`src/rtl/rx30_align.sv`:
```
// Receive-side word aligner for the 30-lane 10:1 LVDS link: per-lane bitslip
// training against a fixed word, then a registered 300-bit forward path.
module rx30_align #(
  parameter logic [9:0]  TRAIN_PATTERN = 10'h3E0,
  parameter int unsigned MATCH_COUNT   = 8,
  parameter int unsigned SLIP_WAIT     = 4
) (
  input  logic         I_clk,
  input  logic         I_rst_n,
  input  logic         I_pll_locked,
  input  logic         I_train_start,
  input  logic [299:0] I_rx_in,
  output logic [29:0]  O_rx_bitslip,
  output logic [29:0]  O_lane_locked,
  output logic [29:0]  O_lane_fail,
  output logic         O_busy,
  output logic         O_aligned,
  output logic [299:0] O_rx_data,
  output logic         O_rx_valid
);

  localparam int unsigned LANES = 30;
  localparam int unsigned MW    = (MATCH_COUNT > 1) ? $clog2(MATCH_COUNT) : 1;
  localparam int unsigned WW    = (SLIP_WAIT > 1) ? $clog2(SLIP_WAIT) : 1;
  localparam logic [MW-1:0] MATCH_LAST = MW'(MATCH_COUNT - 1);
  localparam logic [WW-1:0] WAIT_LAST  = WW'(SLIP_WAIT - 1);
  localparam logic [3:0]    SLIP_LAST  = 4'd9;

  typedef enum logic [2:0] {
    ST_IDLE,
    ST_CHECK,
    ST_SLIP,
    ST_WAIT,
    ST_LOCKED,
    ST_FAIL
  } lane_state_t;

  logic [LANES-1:0] lane_active_d;
  logic             aligned_q;
  logic             busy_q;
  logic             valid_q;
  logic [299:0]     data_q;

  for (genvar k = 0; k < LANES; k++) begin : g_lane
    lane_state_t   state_q, state_d;
    logic [MW-1:0] match_q, match_d;
    logic [3:0]    slip_q, slip_d;
    logic [WW-1:0] wait_q, wait_d;
    logic          locked_q, fail_q, pulse_q;
    logic [9:0]    word;

    assign word = I_rx_in[10*k +: 10];

    always_comb begin
      state_d = state_q;
      match_d = match_q;
      slip_d  = slip_q;
      wait_d  = wait_q;
      if (!I_pll_locked) begin
        state_d = ST_IDLE;
        match_d = '0;
        slip_d  = '0;
        wait_d  = '0;
      end else if (I_train_start) begin
        state_d = ST_CHECK;
        match_d = '0;
        slip_d  = '0;
        wait_d  = '0;
      end else begin
        case (state_q)
          ST_CHECK: begin
            if (word == TRAIN_PATTERN) begin
              if (match_q == MATCH_LAST) state_d = ST_LOCKED;
              else                       match_d = match_q + 1'b1;
            end else begin
              match_d = '0;
              if (slip_q == SLIP_LAST) begin
                state_d = ST_FAIL;
              end else begin
                state_d = ST_SLIP;
                slip_d  = slip_q + 1'b1;
              end
            end
          end
          ST_SLIP: begin
            state_d = ST_WAIT;
            wait_d  = '0;
          end
          ST_WAIT: begin
            if (wait_q == WAIT_LAST) state_d = ST_CHECK;
            else                     wait_d  = wait_q + 1'b1;
          end
          default: ;
        endcase
      end
    end

    // Lane outputs are decoded from the next state so they appear as flops
    // in the same cycle the lane occupies the corresponding state.
    always_ff @(posedge I_clk) begin
      if (!I_rst_n) begin
        state_q  <= ST_IDLE;
        match_q  <= '0;
        slip_q   <= '0;
        wait_q   <= '0;
        locked_q <= 1'b0;
        fail_q   <= 1'b0;
        pulse_q  <= 1'b0;
      end else begin
        state_q  <= state_d;
        match_q  <= match_d;
        slip_q   <= slip_d;
        wait_q   <= wait_d;
        locked_q <= (state_d == ST_LOCKED);
        fail_q   <= (state_d == ST_FAIL);
        pulse_q  <= (state_d == ST_SLIP);
      end
    end

    assign lane_active_d[k] = (state_d == ST_CHECK) || (state_d == ST_SLIP) ||
                              (state_d == ST_WAIT);
    assign O_lane_locked[k] = locked_q;
    assign O_lane_fail[k]   = fail_q;
    assign O_rx_bitslip[k]  = pulse_q;
  end

  // Aligned drops together with the lane flags on PLL loss or retrain.
  always_ff @(posedge I_clk) begin
    if (!I_rst_n) begin
      aligned_q <= 1'b0;
      busy_q    <= 1'b0;
      valid_q   <= 1'b0;
      data_q    <= '0;
    end else begin
      aligned_q <= I_pll_locked & ~I_train_start & (&O_lane_locked);
      busy_q    <= |lane_active_d;
      valid_q   <= aligned_q;
      data_q    <= I_rx_in;
    end
  end

  assign O_aligned  = aligned_q;
  assign O_busy     = busy_q;
  assign O_rx_valid = valid_q;
  assign O_rx_data  = data_q;

endmodule

```
`config.mk`:
```
export PLATFORM = sky130hd
export DESIGN_NAME = rx30_align
export DESIGN_NICKNAME = d
export VERILOG_FILES = /design/src/rtl/rx30_align.sv
export SDC_FILE = /design/constraint.sdc
export NUM_CORES = 1
export LEC_CHECK = 0
export ABC_AREA = 0
export CORE_MARGIN = 2
export CORE_UTILIZATION = 30
export CTS_BUF_LIST = sky130_fd_sc_hd__clkbuf_16
export DETAILED_ROUTE_END_ITERATION = 6
export PLACE_DENSITY = 0.58
export SYNTH_ARGS = -nofsm -noshare
export SYNTH_HDL_FRONTEND = slang
export SYNTH_SLANG_ARGS = --single-unit
```
`constraint.sdc`:
```
create_clock -name I_clk -period 6.5 [get_ports I_clk]
set_input_delay 1.3 -clock I_clk [delete_from_list [all_inputs] [get_ports I_clk]]
set_output_delay 1.3 -clock I_clk [all_outputs]
set_load 0.1 [all_outputs]
```
# Yosys cells after proc, flatten, opt, wreduce, memory -nomap -nowiden
# Index checks and enable logic that the tools add are counted.
[totals] elab_cells=1302 out_inout_bits=393 input_bits=304 reg_bits=753
[op_classes] addsub=90 n_reduce_logical=183 n_eq_ne=420 n_bitwise=65 mux=330
[ops] operator="$mux W3" n=240
[ops] operator="$eq A3 B2 Y1 const B" n=120
[ops] operator="$eq A10 B10 Y1 const B" n=30
[ops] operator="$eq A3 B3 Y1 const B" n=90
[ops] operator="$pmux W3 S3" n=30
[ops] operator="$eq A3 B1 Y1 const B" n=60
[ops] operator="$add A4 B1 Y4 const B" n=30
[ops] operator="$eq A4 B4 Y1 const B" n=30
[ops] operator="$ne A2 B2 Y1 const B" n=60
[ops] operator="$pmux W2 S2" n=30
[ops] operator="$reduce_and A2 Y1" n=60
[ops] operator="$add A3 B1 Y3 const B" n=30
[ops] operator="$reduce_and A3 Y1" n=30
[ops] operator="$not A1 Y1" n=63
[ops] operator="$add A2 B1 Y2 const B" n=30
[ops] operator="$eq A2 B2 Y1 const B" n=30
[ops] operator="$logic_or A1 B1 Y1" n=60
[ops] operator="$mux W2" n=30
[ops] operator="$reduce_bool A2 Y1" n=30
[ops] operator="$reduce_and A30 Y1" n=1
[ops] operator="$reduce_or A30 Y1" n=1
[ops] operator="$reduce_or A3 Y1" n=1
[ops] operator="$and A1 B1 Y1" n=2

# Depth between registers and ports, before layout
[logic_depth] depth_word=10 depth_mapped=10 ltp_nobuf=9

# Worst setup path before layout
# OpenSTA, ideal clock, no wires.
[synth_timing] path_type="input port to flip-flop" from="in I_rx_in[101]" to="reg busy_q, in the netlist O_busy" t_required_ps=6360 cell_stages=7 path_buffers=0 slack_ps=3140 setup_ps=140 t_arrival_ps=3219 cell_sequence="or4_1 > or4_1 > a2111oi_2 > o22ai_1 > a22oi_1 > and4b_1 > a41oi_2"
[synth_via] elab_chain_cells=9 elab_cells_between_ends=11 classes_between="eq/ne: 4; mux: 4; reduce/logical: 3"
[synth_lines] element="from (decl)" line="12" text="input logic [299:0] I_rx_in,"
[synth_lines] element="$eq A10 B10 Y1 (*)" line="72" text="if (word == TRAIN_PATTERN) begin"
[synth_lines] element="$mux W3 (*)" line="72"
[synth_lines] element="$pmux W3 S3 (*)" line="70" text="case (state_q)"
[synth_lines] element="$mux W3 (*)" line="64" text="end else if (I_train_start) begin"
[synth_lines] element="$mux W3 (*)" line="59" text="if (!I_pll_locked) begin"
[synth_lines] element="$eq A3 B1 Y1 / $eq A3 B2 Y1 (equally long branches)" line="120" text="assign lane_active_d[k] = (state_d == ST_CHECK) || (state_d == ST_SLIP) ||"
[synth_lines] element="$logic_or A1 B1 Y1" line="120"
[synth_lines] element="$logic_or A1 B1 Y1 (*)" line="120"
[synth_lines] element="$reduce_or A30 Y1 (*)" line="136" text="busy_q <= |lane_active_d;"
[synth_lines] element="to (signal assigned)" line="136"
[synth_lines] element="to (decl)" line="40" text="logic busy_q;"
# Every way passes the cells marked *; elsewhere a longest branch is shown, timed or not.
# A chain may end at the register's enable or synchronous reset.

# Worst setup path in the final report
[layout_timing] from="in I_rx_in[201]" to="reg busy_q, in the netlist O_busy"
# Same word-level chain as after synthesis.

==> impl_metrics.toml <==
[yosys]
ys_top_cells_by_area = "dfxtp_1, and2_1, ha_1"
synth_compound_area_share_pct = 9.06
synthAdderAreaFrac_pct = 6.18
synth_top_area_share_pct = 49.7
synth_ff_type = "dfxtp_1"
syn_area_per_cell_um2 = 9.60
ys_types = 78
postSynth.asyncResetShare_pct = 0
synthesis.area_um2 = 30400
yosysTopAreaCell = "dfxtp_1"
synth-simple-area-share_pct = 26.5
yosys_warnings = 0
synth-edff-count = 0
yosysSeqAreaShare_pct = 49.7
synthesis.nets = 3617
synth_mux_area_share_pct = 1.61
ys_ff_latch = 753
synth-xor-area-share_pct = 2.60
synth_top_family_by_area = "simple AND/OR/NAND/NOR gates"
syn_inst = 3163

[pwr]
peakVddDrop_uv = 206
p_per_area_nw_per_um2 = 274
p_leak_nw = 15.4

[critical_path]
crit_type = "primary input to register"
critical_path_arrival_ns = 4.41
critPathMaxFanout = 6
worstSetupStartpointType = "primary input"
cp.required_ns = 6.99
endpoint_kind = "register"
r2r_start = "g_lane[27].match_q[0]"
cp-startpoint = "I_rx_in[201]"

[floorplan]
io_pins = 697
core_um2 = 100000
rows = 116
start_util_pct = 30.3
dieArea_um2 = 104000
die_w_um = 322
die_h_um = 322

[clock_tree]
cts_made_buffers = 90
cts_tree = "done"
max-clock-path-buffers = 3
worstSkewPairLatency_ns = 0.65
cts_max_level = 3
post_cts_buffers = 0
cts_root_buffer = "clkbuf_16"
cts_hold_buf = 0
path_clk_slew_ns = 0.06
post_cts_resized = 0
cts.sinks = 753

[routing]
drtIter0Drc = 1059
vias = 23963
drt_drc_violations_left = 0
wl_per_cell_um = 17.5
viasPerCell = 4.66
dr.pass1.iters = 5
ant_nets = 0
totalWireLength_um = 90000

[grt]
grt_busiest_layer = "met2"
grt_pass1_wl_um = 135000
grt_max_degree = 142
grtUsageMet3_pct = 4.75
track_usage_pct = 16.8
met2_usage_pct = 28.6
antenna_found_initial = 4
grt_overflow = 0
met1_usage_pct = 20.5
grt_pass1_vias = 23183

[sta]
hold_slack_ns = 0.453
period_share_pct = 60.4
finalSetupViolCount = 0
hold_violations = 0
slew_headroom_pct = 23.3
skew_ns = 0.0171
tns_ns = 0
fmax_mhz = 255
worst_slew_pin_slew_ns = 1.15
rsz0062_at_grt = "false"
fin_crit_ns = 3.92
fin_ws_ns = 2.58
drv_slew = 0

[layout]
final_cell_mix = "dfxtp_1, clkdlybuf4s50_1, nor2_1, and2_1, nand2_1"
fin_area_um2 = 41000
area_growth_pct = 34.9
nNetsFinal = 4231
final_common_cell = "dfxtp_1"
drive_gt1_share_pct = 4.95
ff_latch_area_um2 = 15100
multi_input_comb_area_um2 = 14000
fillers = 9855

[worst_hold_path]
min_from = "g_lane[21].wait_q[1]"
hold_path.class = "register to register"

[place]
gp_congestion = 0.801
dp_hpwl_um = 67000
io_buffers = 696
detailedPlace.worstSlack_ns = 1.90
placed_area_um2 = 38100

[status]
outcome = "completed"

[run]
cap_violations = 0
-- synthesized netlist by cell type, types with 6 or more instances --
library cell / number
nor4b_1: 7
o21a_1: 11
a311oi_1: 8
xor2_1: 60
nand2_1: 196
a211oi_1: 37
buf_4: 90
and4_1: 9
nor4bb_1: 36
nor2_1: 388
dfxtp_1: 753
and3b_1: 23
and3_1: 30
nand4_1: 65
nand4b_1: 31
o21ai_0: 60
xnor2_1: 30
nor4_1: 38
or3_1: 19
nand2b_1: 50
a21o_1: 18
nand3b_1: 18
o31a_1: 10
o22ai_1: 8
ha_1: 150
a31oi_1: 10
and2_1: 330
or2_2: 7
o211a_1: 9
nand3_1: 10
nor3b_1: 28
o31ai_1: 27
clkbuf_1: 94
nor2b_1: 49
inv_1: 66
nor3_1: 78
mux2i_1: 42
or4_1: 31
a22oi_1: 61
mux2_2: 6
a21oi_1: 92
-- state kept, by name, indices dropped and copies added, names as in the netlist --
| register | flops |
|---|---|
| O_rx_valid | 1 |
| g_lane.locked_q | 30 |
| g_lane.wait_q | 60 |
| g_lane.fail_q | 30 |
| O_rx_data | 300 |
| O_aligned | 1 |
| g_lane.state_q | 90 |
| O_busy | 1 |
| g_lane.pulse_q | 30 |
| g_lane.match_q | 90 |
| g_lane.slip_q | 120 |
-- worst max-delay path, cell delays in order --
cell             delay [ns]
clkdlybuf4s50_1        0.41
or4_1                  0.62
nor3_1                 0.41
nor3_1                 0.23
nor3_1                 0.62
o22ai_1                0.25
nor4_1                 0.40
a41oi_2                0.17
-- final cells by class --
cell class	instances	area share, %
Antenna cell	3	0.0183
Clock buffer	95	5.80
Inverter	67	0.614
Multi-Input combinational cell	2150	34.2
Sequential cell	753	36.8
Clock inverter	60	1.21
Timing Repair Buffer	715	17.4
Tap cell	1298	3.97
-- where the power goes --
part	internal (mW)	leakage [nW]	total [mW]	switching, mW
combinational	0.438	7.83	1.48	1.05
clock	2.94	1.45	4.95	2.02
sequential	4.73	6.15	4.77	0.0390
total	8.10	15.4	11.2	3.10
-- cells by family (layout without fill, tap and decap cells) --
family                     Yosys count  count (layout)
and+or+nand+nor                   1460            1460
DFF                                753             753
AOI/OAI and AO/OA                  402             402
buffers and inverters              260             937
adders and majority gates          150             150
xor gates and xnor gates            90              90
muxes                               48              48
other                                0               3
-- metrics by stage --
stage	util, %	cells	power [mW]
after floorplan	-	3163	5.84
after global placement	38.0	4983	6.36
after detailed placement	38.0	4983	6.36
after CTS	40.9	5138	11.4
after global routing	40.9	5139	11.6
final	40.9	5141	11.2
-- per-layer routing --
layer / routed length [µm] / part of all wire (%)
met1: 39000 / 43
met2: 42500 / 47
met3: 6060 / 6.7
met4: 2380 / 2.6
met5: 12 / 0.013
-- worst paths after layout --
check | end | slack [ns] | cells past startpoint
worst max-delay path | O_busy | 2.58 | 8
worst min-delay path | g_lane[21].wait_q[1] | 0.45 | 2
worst max register to register | O_busy | 3.68 | 8
worst min register to register | g_lane[21].wait_q[1] | 0.45 | 2
Power figures use the tool's default switching activity.
